--- src/rtl/uart0_rxfifo_pkg.sv ---
// Shared definitions for the uart0 receive FIFO: drain FSM states, SFR bit
// positions and the threshold helper used by the interrupt decode.
package uart0_rxfifo_pkg;

    // Drain state machine that moves bytes out of uart0's single receive buffer
    typedef enum logic [1:0] {
        DRAIN_IDLE = 2'd0,
        DRAIN_READ = 2'd1,
        DRAIN_HOLD = 2'd2
    } drain_state_e;

    // uart0 scon bit indices
    localparam int SCON_RXBFULL = 0;
    localparam int SCON_CHKERR  = 6;

    // rfsta bit positions: {ovf, full, empty, perr_head, level[3:0]}
    localparam int STA_OVF   = 7;
    localparam int STA_FULL  = 6;
    localparam int STA_EMPTY = 5;
    localparam int STA_PERR  = 4;

    // rfctl bit positions: {rfen, flush, ovf_ie, thr_ie, thr[3:0]}
    localparam int CTL_RFEN   = 7;
    localparam int CTL_FLUSH  = 6;
    localparam int CTL_OVF_IE = 5;
    localparam int CTL_THR_IE = 4;
    localparam int CTL_THR_HI = 3;
    localparam int CTL_THR_LO = 0;

    // FIFO entry: {parity error, data byte}
    localparam int ENTRY_W = 9;

    // A threshold of zero behaves as one so an empty FIFO never interrupts
    function automatic logic [4:0] thr_effective(input logic [3:0] thr);
        logic [4:0] eff;
        if (thr == 4'd0) begin
            eff = 5'd1;
        end else begin
            eff = {1'b0, thr};
        end
        return eff;
    endfunction

endpackage

--- src/rtl/uart0_fifo_mem.sv ---
// Register-array FIFO of {perr, byte} entries with show-ahead head output.
// Pop on empty and push on full (without a same-cycle pop) are ignored here;
// the parent decides what a dropped push means. Flush overrides everything.
module uart0_fifo_mem
    import uart0_rxfifo_pkg::*;
#(
    parameter int DEPTH = 8,
    parameter int AW    = 3
) (
    input  logic               clk,
    input  logic               rst,
    input  logic               push_i,
    input  logic               pop_i,
    input  logic               flush_i,
    input  logic [ENTRY_W-1:0] wdata_i,
    output logic [ENTRY_W-1:0] head_o,
    output logic [AW:0]        level_o
);

    localparam logic [AW:0] DEPTH_L = (AW+1)'(DEPTH);

    logic [ENTRY_W-1:0] mem_q [DEPTH];
    logic [AW-1:0]      wr_ptr_q, wr_ptr_d;
    logic [AW-1:0]      rd_ptr_q, rd_ptr_d;
    logic [AW:0]        level_q, level_d;
    logic               push_ok_s;
    logic               pop_ok_s;

    // Qualify push/pop and compute next pointers and level
    always_comb begin
        pop_ok_s  = pop_i & (level_q != {(AW+1){1'b0}});
        push_ok_s = push_i & ((level_q != DEPTH_L) | pop_ok_s);
        wr_ptr_d  = wr_ptr_q;
        rd_ptr_d  = rd_ptr_q;
        level_d   = level_q;
        if (flush_i) begin
            wr_ptr_d = {AW{1'b0}};
            rd_ptr_d = {AW{1'b0}};
            level_d  = {(AW+1){1'b0}};
        end else begin
            if (push_ok_s) begin
                wr_ptr_d = wr_ptr_q + AW'(1);
            end else begin
                wr_ptr_d = wr_ptr_q;
            end
            if (pop_ok_s) begin
                rd_ptr_d = rd_ptr_q + AW'(1);
            end else begin
                rd_ptr_d = rd_ptr_q;
            end
            case ({push_ok_s, pop_ok_s})
                2'b10:   level_d = level_q + (AW+1)'(1);
                2'b01:   level_d = level_q - (AW+1)'(1);
                default: level_d = level_q;
            endcase
        end
    end

    // Pointer and level registers
    always_ff @(posedge clk) begin
        if (!rst) begin
            wr_ptr_q <= {AW{1'b0}};
            rd_ptr_q <= {AW{1'b0}};
            level_q  <= {(AW+1){1'b0}};
        end else begin
            wr_ptr_q <= wr_ptr_d;
            rd_ptr_q <= rd_ptr_d;
            level_q  <= level_d;
        end
    end

    // Entry storage; a flushed push is never written
    always_ff @(posedge clk) begin
        if (!rst) begin
            for (int i = 0; i < DEPTH; i++) begin
                mem_q[i] <= {ENTRY_W{1'b0}};
            end
        end else if (push_ok_s && !flush_i) begin
            mem_q[wr_ptr_q] <= wdata_i;
        end
    end

    assign head_o  = mem_q[rd_ptr_q];
    assign level_o = level_q;

endmodule

--- src/rtl/uart0_rxfifo.sv ---
// Receive FIFO behind uart0: drains each completed byte (READ strobe, then a
// HOLD guard cycle while rxbfull clears) into a DEPTH-entry FIFO that the CPU
// reads through rfdat/rfsta/rfctl. Sticky overflow and a level interrupt.
module uart0_rxfifo
    import uart0_rxfifo_pkg::*;
#(
    parameter int DEPTH = 8,
    parameter int AW    = 3
) (
    input  logic       clk,
    input  logic       rst,
    input  logic [7:0] uart_scon,
    input  logic [7:0] uart_sbuf,
    output logic       uart_sbuf_rctrl,
    output logic [7:0] rfdat,
    input  logic       rfdat_rctrl,
    output logic [7:0] rfsta,
    input  logic       rfsta_wctrl,
    output logic [7:0] rfctl,
    input  logic       rfctl_wctrl,
    input  logic [7:0] sfr_wdata,
    output logic       rf_int
);

    localparam logic [AW:0] DEPTH_L = (AW+1)'(DEPTH);

    drain_state_e       state_q, state_d;
    logic [7:0]         rfctl_q, rfctl_d;
    logic               ovf_q, ovf_d;
    logic [ENTRY_W-1:0] entry_s;
    logic [ENTRY_W-1:0] head_s;
    logic [AW:0]        level_s;
    logic [3:0]         level4_s;
    logic               rfen_s;
    logic               flush_s;
    logic               push_s;
    logic               full_s;
    logic               empty_s;
    logic               drop_s;
    logic               perr_head_s;
    logic               unused_scon_s;

    assign rfen_s        = rfctl_q[CTL_RFEN];
    assign flush_s       = rfctl_q[CTL_FLUSH];
    assign push_s        = (state_q == DRAIN_READ);
    assign entry_s       = {uart_scon[SCON_CHKERR], uart_sbuf};
    assign full_s        = (level_s == DEPTH_L);
    assign empty_s       = (level_s == {(AW+1){1'b0}});
    // A push is lost only when full, not popped in the same cycle, and not flushed
    assign drop_s        = push_s & full_s & ~rfdat_rctrl & ~flush_s;
    assign unused_scon_s = ^{uart_scon[7], uart_scon[5:1]};

    uart0_fifo_mem #(
        .DEPTH (DEPTH),
        .AW    (AW)
    ) u_mem (
        .clk     (clk),
        .rst     (rst),
        .push_i  (push_s),
        .pop_i   (rfdat_rctrl),
        .flush_i (flush_s),
        .wdata_i (entry_s),
        .head_o  (head_s),
        .level_o (level_s)
    );

    // Drain FSM next state; clearing rfen parks it in IDLE
    always_comb begin
        state_d = state_q;
        if (!rfen_s) begin
            state_d = DRAIN_IDLE;
        end else begin
            case (state_q)
                DRAIN_IDLE: begin
                    if (uart_scon[SCON_RXBFULL]) begin
                        state_d = DRAIN_READ;
                    end else begin
                        state_d = DRAIN_IDLE;
                    end
                end
                DRAIN_READ: state_d = DRAIN_HOLD;
                DRAIN_HOLD: state_d = DRAIN_IDLE;
                default:    state_d = DRAIN_IDLE;
            endcase
        end
    end

    // Control register: full load on write, otherwise flush self-clears
    always_comb begin
        rfctl_d = rfctl_q;
        if (rfctl_wctrl) begin
            rfctl_d = sfr_wdata;
        end else begin
            rfctl_d[CTL_FLUSH] = 1'b0;
        end
    end

    // Sticky overflow: a same-cycle overflow beats a software clear
    always_comb begin
        ovf_d = ovf_q;
        if (drop_s) begin
            ovf_d = 1'b1;
        end else if (rfsta_wctrl && !sfr_wdata[STA_OVF]) begin
            ovf_d = 1'b0;
        end else begin
            ovf_d = ovf_q;
        end
    end

    // State, control and overflow registers
    always_ff @(posedge clk) begin
        if (!rst) begin
            state_q <= DRAIN_IDLE;
            rfctl_q <= 8'h00;
            ovf_q   <= 1'b0;
        end else begin
            state_q <= state_d;
            rfctl_q <= rfctl_d;
            ovf_q   <= ovf_d;
        end
    end

    // Output decode from registered state only
    always_comb begin
        level4_s         = 4'd0;
        level4_s[AW:0]   = level_s;
        perr_head_s      = empty_s ? 1'b0 : head_s[ENTRY_W-1];
        rfdat            = empty_s ? 8'h00 : head_s[7:0];
        rfsta            = 8'h00;
        rfsta[STA_OVF]   = ovf_q;
        rfsta[STA_FULL]  = full_s;
        rfsta[STA_EMPTY] = empty_s;
        rfsta[STA_PERR]  = perr_head_s;
        rfsta[3:0]       = level4_s;
        rf_int = (rfctl_q[CTL_THR_IE]
                  & ({1'b0, level4_s} >= thr_effective(rfctl_q[CTL_THR_HI:CTL_THR_LO])))
               | (rfctl_q[CTL_OVF_IE] & ovf_q);
    end

    assign uart_sbuf_rctrl = (state_q == DRAIN_READ);
    assign rfctl           = rfctl_q;

endmodule
--- config.mk ---
export PLATFORM = sky130hd
export DESIGN_NAME = uart0_rxfifo
export DESIGN_NICKNAME = d
export VERILOG_FILES = /design/src/rtl/uart0_rxfifo_pkg.sv /design/src/rtl/uart0_fifo_mem.sv /design/src/rtl/uart0_rxfifo.sv
export SDC_FILE = /design/constraint.sdc
export NUM_CORES = 1
export LEC_CHECK = 0
export ABC_AREA = 1
export CAP_MARGIN = 5
export CELL_PAD_IN_SITES_DETAIL_PLACEMENT = 0
export CELL_PAD_IN_SITES_GLOBAL_PLACEMENT = 1
export CORE_ASPECT_RATIO = 1.75
export CORE_MARGIN = 5
export CORE_UTILIZATION = 43
export DETAILED_ROUTE_END_ITERATION = 6
export PLACE_DENSITY_LB_ADDON = 0.1
export SYNTH_ARGS = -nofsm -noshare
export SYNTH_HDL_FRONTEND = slang
export SYNTH_SLANG_ARGS = --single-unit
--- constraint.sdc ---
create_clock -name clk -period 2.5 [get_ports clk]
set_clock_uncertainty 0.1 [all_clocks]
set_input_delay 0.25 -clock clk [delete_from_list [all_inputs] [get_ports clk]]
set_output_delay 0.25 -clock clk [all_outputs]
set_load 0.1 [all_outputs]
==> qor.csv, run 1 <==
stage;metric;value;unit
run_status;outcome;complete, no violations;
final_layout;diodes inserted;0;
sta;PnR worst setup slack;0.156;ns
final_layout;Layout Cells excl Fill;653;
sta;Setup TNS Final;0;ns
synth;ys async rst share;0;%
routing;via-per-instance ratio;5.14;
synth;Distinct cells, synth;29;
global_routing;antenna violations before repair;0;
global_routing;grt ovf;0;
global_routing;GR Layer Usage met2;33.1;%
routing;Initial DRC Count;303;
sta;fin crit period;2.34;ns
sta;Final Max Slew Viols;0;
worst_hold_path;Worst Hold Class;flop to flop;
sta;Max Freq;427;MHz
synth;sequential area share after synthesis;60.2;%
clocking;Root Driver;clkbuf_16;
clocking;CTS buffer count;9;
final_layout;register area;2660;µm²
critical_path;Critical Path RT;2.15;ns
synth;number of synthesized register bits;96;
placed_design;Final GP Congestion;0.781;
final_layout;design area;5520;µm²
routing;wire length per cell;16.3;µm
final_layout;Area growth syn-to-layout;25.7;%
critical_path;Worst setup SP type;flop;
synth;synthesized netlist cell count;466;
routing;via count;3354;
placed_design;dpl cells;637;
critical_path;WS Path Type;flop to output pin;
critical_path;Setup crit end kind;output pin;
final_layout;fin nets;561;
floorplanning;Die W;86.4;µm
sta;Max-Slew Margin vs Limit;69.1;%
critical_path;Reg2Reg Depth;14;
global_routing;GRT busiest layer;met2;
clocking;hold_buf cts;0;
pwr;Power Total;5.52;mW
pwr;Peak supply drop;0.968;mV
job;max_cap viols;0;
sta;Tcrit/Tclk final;93.8;%
clocking;CTS max path bufs;2;
floorplanning;Die Ht;144;µm
floorplanning;Die ar.;12400;µm²
synth;synthesized area;4390;µm²
placed_design;DPL Wire Length;7.96;mm
sta;final setup fails;0;
clocking;CTS tree;yes;
synth;number of synthesized flops with an enable pin;72;
worst_hold_path;WHS Endpoint;state_q[0];
global_routing;number of global-route vias before repair;3329;
synth;predominant post-synthesis flop cell;edfxtp_1;
clocking;Clock Pin Slew Worst Setup and Hold Paths;0.06;ns
synth;Synth Warn #;0;
routing;DRT antenna net count;0;
synth;Mapped Nets;504;
critical_path;Reg2Reg Launch Point;state_q[0];
final_layout;share of cells above drive strength 1;17.6;%
synth;most common cell in the netlist;nor2_1;
routing;wirelength, routed;10.6;mm
sta;final hold violation count;0;
floorplanning;std cell rows;48;
floorplanning;core area;9910;µm²
placed_design;Place WS;0.107;ns
pwr;Pleak;2.32;nW
critical_path;CP arrival;1.99;ns
sta;RSZ-0062 raised after global routing;true;
synth;top-area cell type share of the netlist area;49.2;%
clocking;Clock Latency Late Sink;0.33;ns
synth;synth top area cells;edfxtp_1 49%, nor2_1 14%, dfxtp_1 11%, o21ai_0 6.8%, inv_1 3.1%;
worst_hold_path;Hold Path Origin;state_q[0];
critical_path;reg-to-reg setup timing slack;0.46;ns
global_routing;M1 GR Usage;21.0;%
worst_hold_path;Hold Path Depth;1;
sta;worst slew pin tran;0.462;ns
floorplanning;Starting Density;44.3;%
global_routing;global-route wire length before repair;17.0;mm
synth;post-synth top area cell;edfxtp_1;
floorplanning;# IOs;55;
global_routing;pin count of the biggest net entering global routing;37;
routing;DRT Pass-1 Iters;4;
placed_design;Post-DP Area;5210;µm²
synth;Avg Inst Size Synth;9.43;µm²
clocking;H-tree depth;3;
synth;Post-synth top cells;165 x nor2_1, 72 x edfxtp_1, 60 x o21ai_0, 36 x inv_1, 28 x nand2_1;
global_routing;Total Routing Usage GR;18.2;%
final_layout;area used by multi-input combinational logic;1560;µm²
final_layout;Filler Cell Count;912;
routing;number of remaining DRC errors;0;
global_routing;GR Util met3;2.64;%
placed_design;PortBufs;48;
critical_path;crit-path max FO;3;
pwr;power per cell area;999;nW/µm²
clocking;CTS Sinks;96;
critical_path;capture point of the worst reg-to-reg path;u_mem.level_o[3];
stage by stage:
step	hold WS (ns)	utilization, %
CTS	0.320	55.6
detailed placement	0.312	52.6
global placement	0.306	52.6
floorplan	0.262	-
global route	0.334	55.7
finish	0.318	55.7
layout make-up:
cell class,instances,share of cell area [%]
multi-input cells,309,28.3
repair buffers,66,12.3
flip-flops and latches,96,48.2
clock inverters,3,0.725
inverters,41,2.90
clock buffers,13,4.74
well taps,125,2.83
repair_timing:
item,4_1_cts,5_1_grt
endpoints found under the setup margin,7,2
gates cloned,0,0
gates resized for setup,3,3
setup buffers,0,0
pin swaps,0,1
hold endpoints to repair,0,0
where the power goes:
group	total (mW)	internal (mW)	switching, mW	leakage, nW
combinational	2.25	0.714	1.53	1.23
sequential	1.89	1.80	0.0866	0.944
clock	1.38	0.834	0.548	0.149
registers in the layout, indices dropped and copies added, names as in the netlist, named ones only:
signal / count
rfctl: 8
state_q: 2
ovf_q: 1
u_mem.rd_ptr_q: 3
u_mem.mem_q: 72
u_mem.level_o: 4
u_mem.wr_ptr_q: 3
cells in the final DEF, fill, tap and decap left out, types with 2 or more instances in the layout:
cell | Yosys | routed
inv_2 | 2 | 2
inv_1 | 36 | 36
dfxtp_4 | 0 | 2
clkdlybuf4s50_1 | 0 | 22
nand2_4 | 5 | 5
nand3_2 | 3 | 3
nand2_1 | 28 | 27
clkinv_2 | 0 | 3
dfxtp_2 | 0 | 7
nor2_1 | 165 | 157
buf_12 | 0 | 10
dfxtp_1 | 24 | 15
clkbuf_16 | 0 | 10
nand3_1 | 8 | 8
buf_4 | 6 | 33
edfxtp_1 | 72 | 72
a21oi_1 | 12 | 12
clkbuf_1 | 11 | 3
ha_1 | 8 | 8
nor2_4 | 0 | 9
o21ai_0 | 60 | 58
o32ai_1 | 9 | 9
worst max-delay path, cell delays in order (launching register included):
cell,delay [ns]
dfxtp_4,0.34
inv_1,0.06
a31o_2,0.25
ha_1,0.27
o21ai_1,0.12
nand2_1,0.06
a21oi_1,0.12
nor2_1,0.06
o21ai_2,0.14
nand2_2,0.08
buf_12,0.17
how the worst max path moves through the flow:
stage                        start           endpoint  slack, ns  depth (start not counted)
final                     rfctl[3]             rf_int       0.16                         10
after global routing      rfctl[3]             rf_int      -0.02                         10
after CTS                 rfctl[3]             rf_int       0.04                         10
after detailed placement       rst  u_mem.mem_q[2][2]       0.11                          9
after global placement         rst  u_mem.mem_q[2][1]       0.14                          9
after floorplan           rfctl[1]             rf_int       0.02                          9
kinds of logic (layout without fill, tap and decap cells):
kind of cell | Yosys count | after routing | share of synthesized area [%]
buffers and inverters | 61 | 123 | 5.87
adders and majority gates | 9 | 9 | 2.73
and+or+nand+nor | 214 | 214 | 20.4
xor gates and xnor gates | 1 | 1 | 0.199
AOI/OAI and AO/OA | 85 | 85 | 10.7
DFF | 96 | 96 | 60.2
routing by layer:
| layer | wire length [µm] | share of wire, % |
|---|---|---|
| met1 | 4040 | 38 |
| met2 | 5800 | 55 |
| met3 | 500 | 4.7 |
| met4 | 286 | 2.7 |
| met5 | 0 | 0 |
No activity file was read; power rests on OpenSTA's default activity.
==> run 2, diff against run 1 <==
--- a/config.mk
+++ b/config.mk
@@ -11,7 +11,8 @@
 export CELL_PAD_IN_SITES_GLOBAL_PLACEMENT = 1
 export CORE_ASPECT_RATIO = 1.75
 export CORE_MARGIN = 5
-export CORE_UTILIZATION = 43
+export CORE_UTILIZATION = 39
+export CTS_BUF_LIST = sky130_fd_sc_hd__clkbuf_8
 export DETAILED_ROUTE_END_ITERATION = 6
 export PLACE_DENSITY_LB_ADDON = 0.1
 export SYNTH_ARGS = -nofsm -noshare
==> run 2 against run 1 <==
Clock power down 20%. First-iteration DRC count down 64%. Hold slack got worse by 0.0078 ns. Setup slack worse by 0.026 ns. Non-clock buffer count shrank 3. Routed wire length increased by 1.6%. Sequential share of layout area increased by 0.37 points. Register-to-register slack worse by 0.03 ns. Largest power group unchanged. Sequential power barely moved. Die area rose by 9.3%.
==> qor.csv, run 2 (same netlist as run 1, synthesis figures left out) <==
stage;metric;value;unit
run_status;outcome;complete, no violations;
placed_design;DPL Wire Length;8.01;mm
clocking;CTS Sinks;96;
routing;via count;3300;
clocking;CTS buffer count;9;
routing;wirelength, routed;10.8;mm
sta;PnR worst setup slack;0.130;ns
critical_path;CP arrival;2.02;ns
final_layout;share of cells above drive strength 1;17.7;%
routing;Initial DRC Count;109;
floorplanning;std cell rows;51;
floorplanning;Die ar.;13600;µm²
critical_path;WS Path Type;flop to output pin;
sta;Final Max Slew Viols;0;
sta;final hold violation count;0;
final_layout;max FFs per register;72;
sta;fin crit period;2.37;ns
clocking;H-tree depth;3;
global_routing;pin count of the biggest net entering global routing;37;
sta;final setup fails;0;
pwr;Switching Power;2.13;mW
global_routing;number of global-route vias before repair;3400;
routing;via-per-instance ratio;5.02;
routing;wire length per cell;16.4;µm
critical_path;Critical Path RT;2.15;ns
sta;RSZ-0062 raised after global routing;true;
critical_path;crit path max-delay cell type;dfxtp_4;
clocking;Post-CTS Setup Bufs;0;
critical_path;crit-path max cell delay;0.35;ns
critical_path;CP cell instances;inv_2 -> a31o_2 -> ha_4 -> o21ai_1 -> nand2_1 -> a21oi_2 -> nor2_1 -> o21ai_2 -> nand2_2 -> buf_12;
final_layout;fin nets;558;
clocking;CTS tree;yes;
floorplanning;Die W;90.2;µm
pwr;cell internal pwr;3.06;mW
global_routing;antenna violations before repair;0;
pwr;Peak supply drop;0.804;mV
job;max_cap viols;0;
global_routing;grt ovf;0;
placed_design;Place WS;0.0858;ns
critical_path;crit-path max FO;3;
final_layout;most frequent cells in the layout;157 x nor2_1, 72 x edfxtp_1, 56 x o21ai_0;
pwr;clock power share;21.3;%
sta;Setup TNS Final;0;ns
floorplanning;Die Ht;150;µm
clocking;Clock Pin Slew Worst Setup and Hold Paths;0.09;ns
sta;Max-Slew Margin vs Limit;68.7;%
global_routing;global-route wire length before repair;17.2;mm
sta;worst slew pin tran;0.468;ns
pwr;Power Total;5.20;mW
routing;DRT Pass-1 Iters;4;
sta;Tcrit/Tclk final;94.8;%
clocking;CTS max path bufs;2;
clocking;Root Driver;clkbuf_8;
pwr;Comb pwr share;42.7;%
floorplanning;Starting Density;39.6;%
clocking;Clock Latency Late Sink;0.36;ns
routing;number of remaining DRC errors;0;
critical_path;Worst setup SP type;flop;
sta;Max Freq;422;MHz
global_routing;Total Routing Usage GR;16.6;%
final_layout;Largest Register;u_mem.mem_q;
pwr;sw frac;41.1;%
final_layout;Area growth syn-to-layout;24.6;%
placed_design;Final GP Congestion;0.772;
final_layout;diodes inserted;0;
critical_path;Setup crit end kind;output pin;
final_layout;most common cell after layout, fill and taps aside;nor2_1;
routing;DRT antenna net count;0;
pwr;Pleak;2.29;nW
floorplanning;# IOs;55;
pwr;share of power burned in registers;36.0;%
pwr;power per cell area;950;nW/µm²
floorplanning;core area;11100;µm²
worst_hold_path;Worst Hold Class;input port to flop;
placed_design;PortBufs;48;
## run 2: cell count changes in the layout (fill, tap and decap cells not counted), moves of 2 or more
| cell | delta |
|---|---|
| clkbuf_16 | -10 |
| clkbuf_8 | +10 |
| buf_4 | -5 |
| buf_12 | +3 |
| clkbuf_1 | -3 |
| clkinv_2 | -3 |
| inv_2 | +2 |
| o21ai_0 | -2 |
| o21ai_1 | +2 |
## run 2: power by group through the flow
| stage | logic (mW) | clock network [mW] | registers (mW) |
|---|---|---|---|
| after floorplan | 1.38 | 0 | 2.05 |
| after global placement | 2.20 | 0 | 1.91 |
| after detailed placement | 2.22 | 0 | 1.91 |
| after CTS | 2.22 | 1.13 | 1.87 |
| after global routing | 2.37 | 1.20 | 1.89 |
| final | 2.22 | 1.11 | 1.87 |
## run 2: repair_timing
item,4_1_cts,5_1_grt
pin swaps,0,6
hold endpoints to repair,0,0
hold buffers,0,0
cloned,0,0
resized for setup,2,8
setup endpoints to repair,1,4
## run 2: final cells by class
class / instances / area, µm²
Tap cell: 132 / 165
Timing Repair Buffer: 63 / 691
Sequential cell: 96 / 2660
Fill cell: 1080 / 5630
Clock buffer: 10 / 138
Multi-Input combinational cell: 309 / 1590
Inverter: 41 / 159
Clock inverter: 6 / 77.6
## run 2: layer usage
metal | track usage [%] | share of wire (%)
met5 | 0 | 0
met4 | 7.68 | 4.1
met3 | 3.80 | 4.6
met2 | 31.5 | 55
met1 | 17.0 | 36
## run 2: worst max-delay path: cells and delay by family (launching register included)
family / cells / cell delay, ns
flops: 1 / 0.35
buf+inv: 2 / 0.22
fa+ha+maj: 1 / 0.20
simple gates: 3 / 0.23
compound gates: 4 / 0.65
## run 2: through the flow
stage,instances,utilization [%],hold slack [ns],instance area (µm²)
2_1_floorplan,466,-,0.262,4480
3_3_place_gp,641,47.1,0.306,5230
3_5_place_dp,641,47.1,0.310,5230
4_1_cts,657,49.1,0.294,5450
5_1_grt,657,49.3,0.312,5480
6_report,657,49.3,0.311,5480
## run 2: path summary, 6_finish.rpt
kind                                     endpoint        startpoint  cells after the start  slack, ns
worst min-delay path                     rfctl[6]      sfr_wdata[6]                      3       0.31
worst max register to register  u_mem.mem_q[1][3]  u_mem.level_o[1]                      8       0.43
worst max-delay path                       rf_int          rfctl[3]                     10       0.13
worst min register to register         state_q[0]        state_q[0]                      1       0.32
==> run 3, diff against run 2 <==
--- a/config.mk
+++ b/config.mk
@@ -14,7 +14,8 @@
 export CORE_UTILIZATION = 39
 export CTS_BUF_LIST = sky130_fd_sc_hd__clkbuf_8
 export DETAILED_ROUTE_END_ITERATION = 6
-export PLACE_DENSITY_LB_ADDON = 0.1
+export PLACE_DENSITY = 0.82
+export SETUP_SLACK_MARGIN = 0.3
 export SYNTH_ARGS = -nofsm -noshare
 export SYNTH_HDL_FRONTEND = slang
 export SYNTH_SLANG_ARGS = --single-unit
==> run 3 against run 2 <==
Global-route usage is 0.89 points lower. Sequential power hardly changed. Cell count is 1.1% higher. Via count is 3.0% higher. Core utilization is 2.6 points higher. Highest routed layer unchanged.
==> qor.csv, run 3 (same netlist as run 1, synthesis figures left out) <==
stage;metric;value;unit
critical_path;Worst setup SP type;flop;
sta;Tcrit/Tclk final;90.4;%
final_layout;max FFs per register;72;
routing;DRT Pass-1 Iters;4;
routing;wirelength, routed;11.1;mm
sta;worst slew pin tran;0.426;ns
global_routing;global-route wire length before repair;16.5;mm
job;max_cap viols;0;
routing;wire length per cell;16.8;µm
global_routing;Total Routing Usage GR;15.7;%
clocking;Clock Pin Slew Worst Setup and Hold Paths;0.09;ns
routing;Max Used Layer;met4;
placed_design;DPL Wire Length;7.99;mm
final_layout;diodes inserted;0;
clocking;CTS buffer count;9;
floorplanning;core area;11100;µm²
floorplanning;Die W;90.2;µm
clocking;hold_buf cts;0;
sta;final hold violation count;0;
sta;RSZ-0062 raised after global routing;true;
final_layout;Area growth syn-to-layout;31.3;%
sta;Final Max Slew Viols;0;
global_routing;pin count of the biggest net entering global routing;37;
placed_design;PortBufs;48;
clocking;Root Driver;clkbuf_8;
pwr;Peak supply drop;1.28;mV
global_routing;number of global-route vias before repair;3342;
final_layout;fin nets;565;
worst_hold_path;Worst Hold Class;input port to flop;
floorplanning;Die ar.;13600;µm²
routing;number of remaining DRC errors;0;
clocking;H-tree depth;3;
routing;via count;3398;
floorplanning;# IOs;55;
sta;final setup fails;0;
sta;fin crit period;2.26;ns
sta;Fin Hold WS;0.311;ns
clocking;CTS tree;yes;
clocking;CTS max path bufs;2;
final_layout;most common cell after layout, fill and taps aside;nor2_1;
routing;via-per-instance ratio;5.12;
sta;Max-Slew Margin vs Limit;71.6;%
clocking;CTS Sinks;96;
critical_path;Setup crit end kind;output pin;
final_layout;Filler Cell Count;1031;
final_layout;design area;5770;µm²
placed_design;Post-DP Area;5220;µm²
critical_path;WS Path Type;flop to output pin;
final_layout;most frequent cells in the layout;151 x nor2_1, 72 x edfxtp_1, 33 x inv_1;
sta;Setup TNS Final;0;ns
critical_path;crit-path max FO;2;
routing;DRT antenna net count;0;
placed_design;Final GP Congestion;0.796;
floorplanning;Starting Density;39.6;%
pwr;Pleak;2.38;nW
routing;met2 wire len;6.25;mm
routing;Initial DRC Count;308;
floorplanning;std cell rows;51;
global_routing;antenna violations before repair;0;
sta;Max Freq;442;MHz
clocking;Clock Latency Late Sink;0.36;ns
routing;Post-Route M1 WL;3.92;mm
critical_path;CP arrival;1.91;ns
final_layout;share of cells above drive strength 1;25.0;%
critical_path;Critical Path RT;2.15;ns
final_layout;Largest Register;u_mem.mem_q;
floorplanning;Die Ht;150;µm
global_routing;grt ovf;0;
routing;met3 WL;577;µm
run_status;outcome;complete, no violations;
pwr;power per cell area;943;nW/µm²
## run 3: cell count changes in the layout (fill, tap and decap cells not counted), sizes merged
cell | previous run | this run
buf | 41 | 45
clkbuf | 10 | 12
clkinvlp | 0 | 2
bufinv | 2 | 1
clkinv | 3 | 4
inv | 42 | 41
## run 3: final cells by class
class / instances / area (µm²) / share of cell area [%]
clock inverter: 7 / 71.3 / 1.24
timing repair buffer: 70 / 823 / 14.3
clock buffer: 9 / 124 / 2.15
inverter: 41 / 168 / 2.91
sequential: 96 / 2670 / 46.3
tap: 132 / 165 / 2.86
multi-input combinational: 309 / 1750 / 30.3
## run 3: report_power, final
group	switching, mW	total (mW)	internal, mW
Clock	0.540	1.00	0.465
Sequential	0.0785	1.88	1.80
Combinational	1.67	2.55	0.877
Total	2.29	5.44	3.15
## run 3: worst paths after layout
check | end | slack [ns] | startpoint | depth (start not counted)
max reg2reg | u_mem.mem_q[7][4] | 0.44 | u_mem.level_o[0] | 8
min | rfctl[6] | 0.31 | sfr_wdata[6] | 3
max | rf_int | 0.24 | rfctl[1] | 10
min reg2reg | state_q[0] | 0.32 | state_q[0] | 1
## run 3: repair_timing
| item | in CTS | in global routing |
|---|---|---|
| cloned | 0 | 5 |
| resized for setup | 37 | 38 |
| buffers inserted | 2 | 5 |
| pin swaps | 14 | 14 |
| endpoints found under the setup margin | 10 | 20 |
| endpoints found under the hold margin | 0 | 0 |
## run 3: per-layer routing
metal	vias to the layer above	GRT usage, %
met1	1578	15.7
met4	0	6.71
li1	1686	-
met5	-	0
met2	116	30.6
met3	18	3.45
## run 3: worst max-delay path, cell delays in order (launching register included)
cell	delay, ns
dfxtp_4	0.37
inv_4	0.03
a31o_4	0.23
ha_4	0.21
o21ai_2	0.09
nand2_1	0.06
a21oi_1	0.12
nor2_1	0.06
o21ai_2	0.14
nand2_4	0.07
buf_12	0.16
## run 3: per-stage QoR
| step | power, mW | cells | util, % | setup WS, ns |
|---|---|---|---|---|
| global route | 5.69 | 664 | 52.0 | 0.143 |
| floorplan | 3.46 | 466 | - | 0.298 |
| finish | 5.44 | 664 | 52.0 | 0.239 |
| CTS | 5.18 | 654 | 49.6 | 0.160 |
| global placement | 4.07 | 636 | 47.0 | 0.180 |
| detailed placement | 4.10 | 636 | 47.0 | 0.122 |
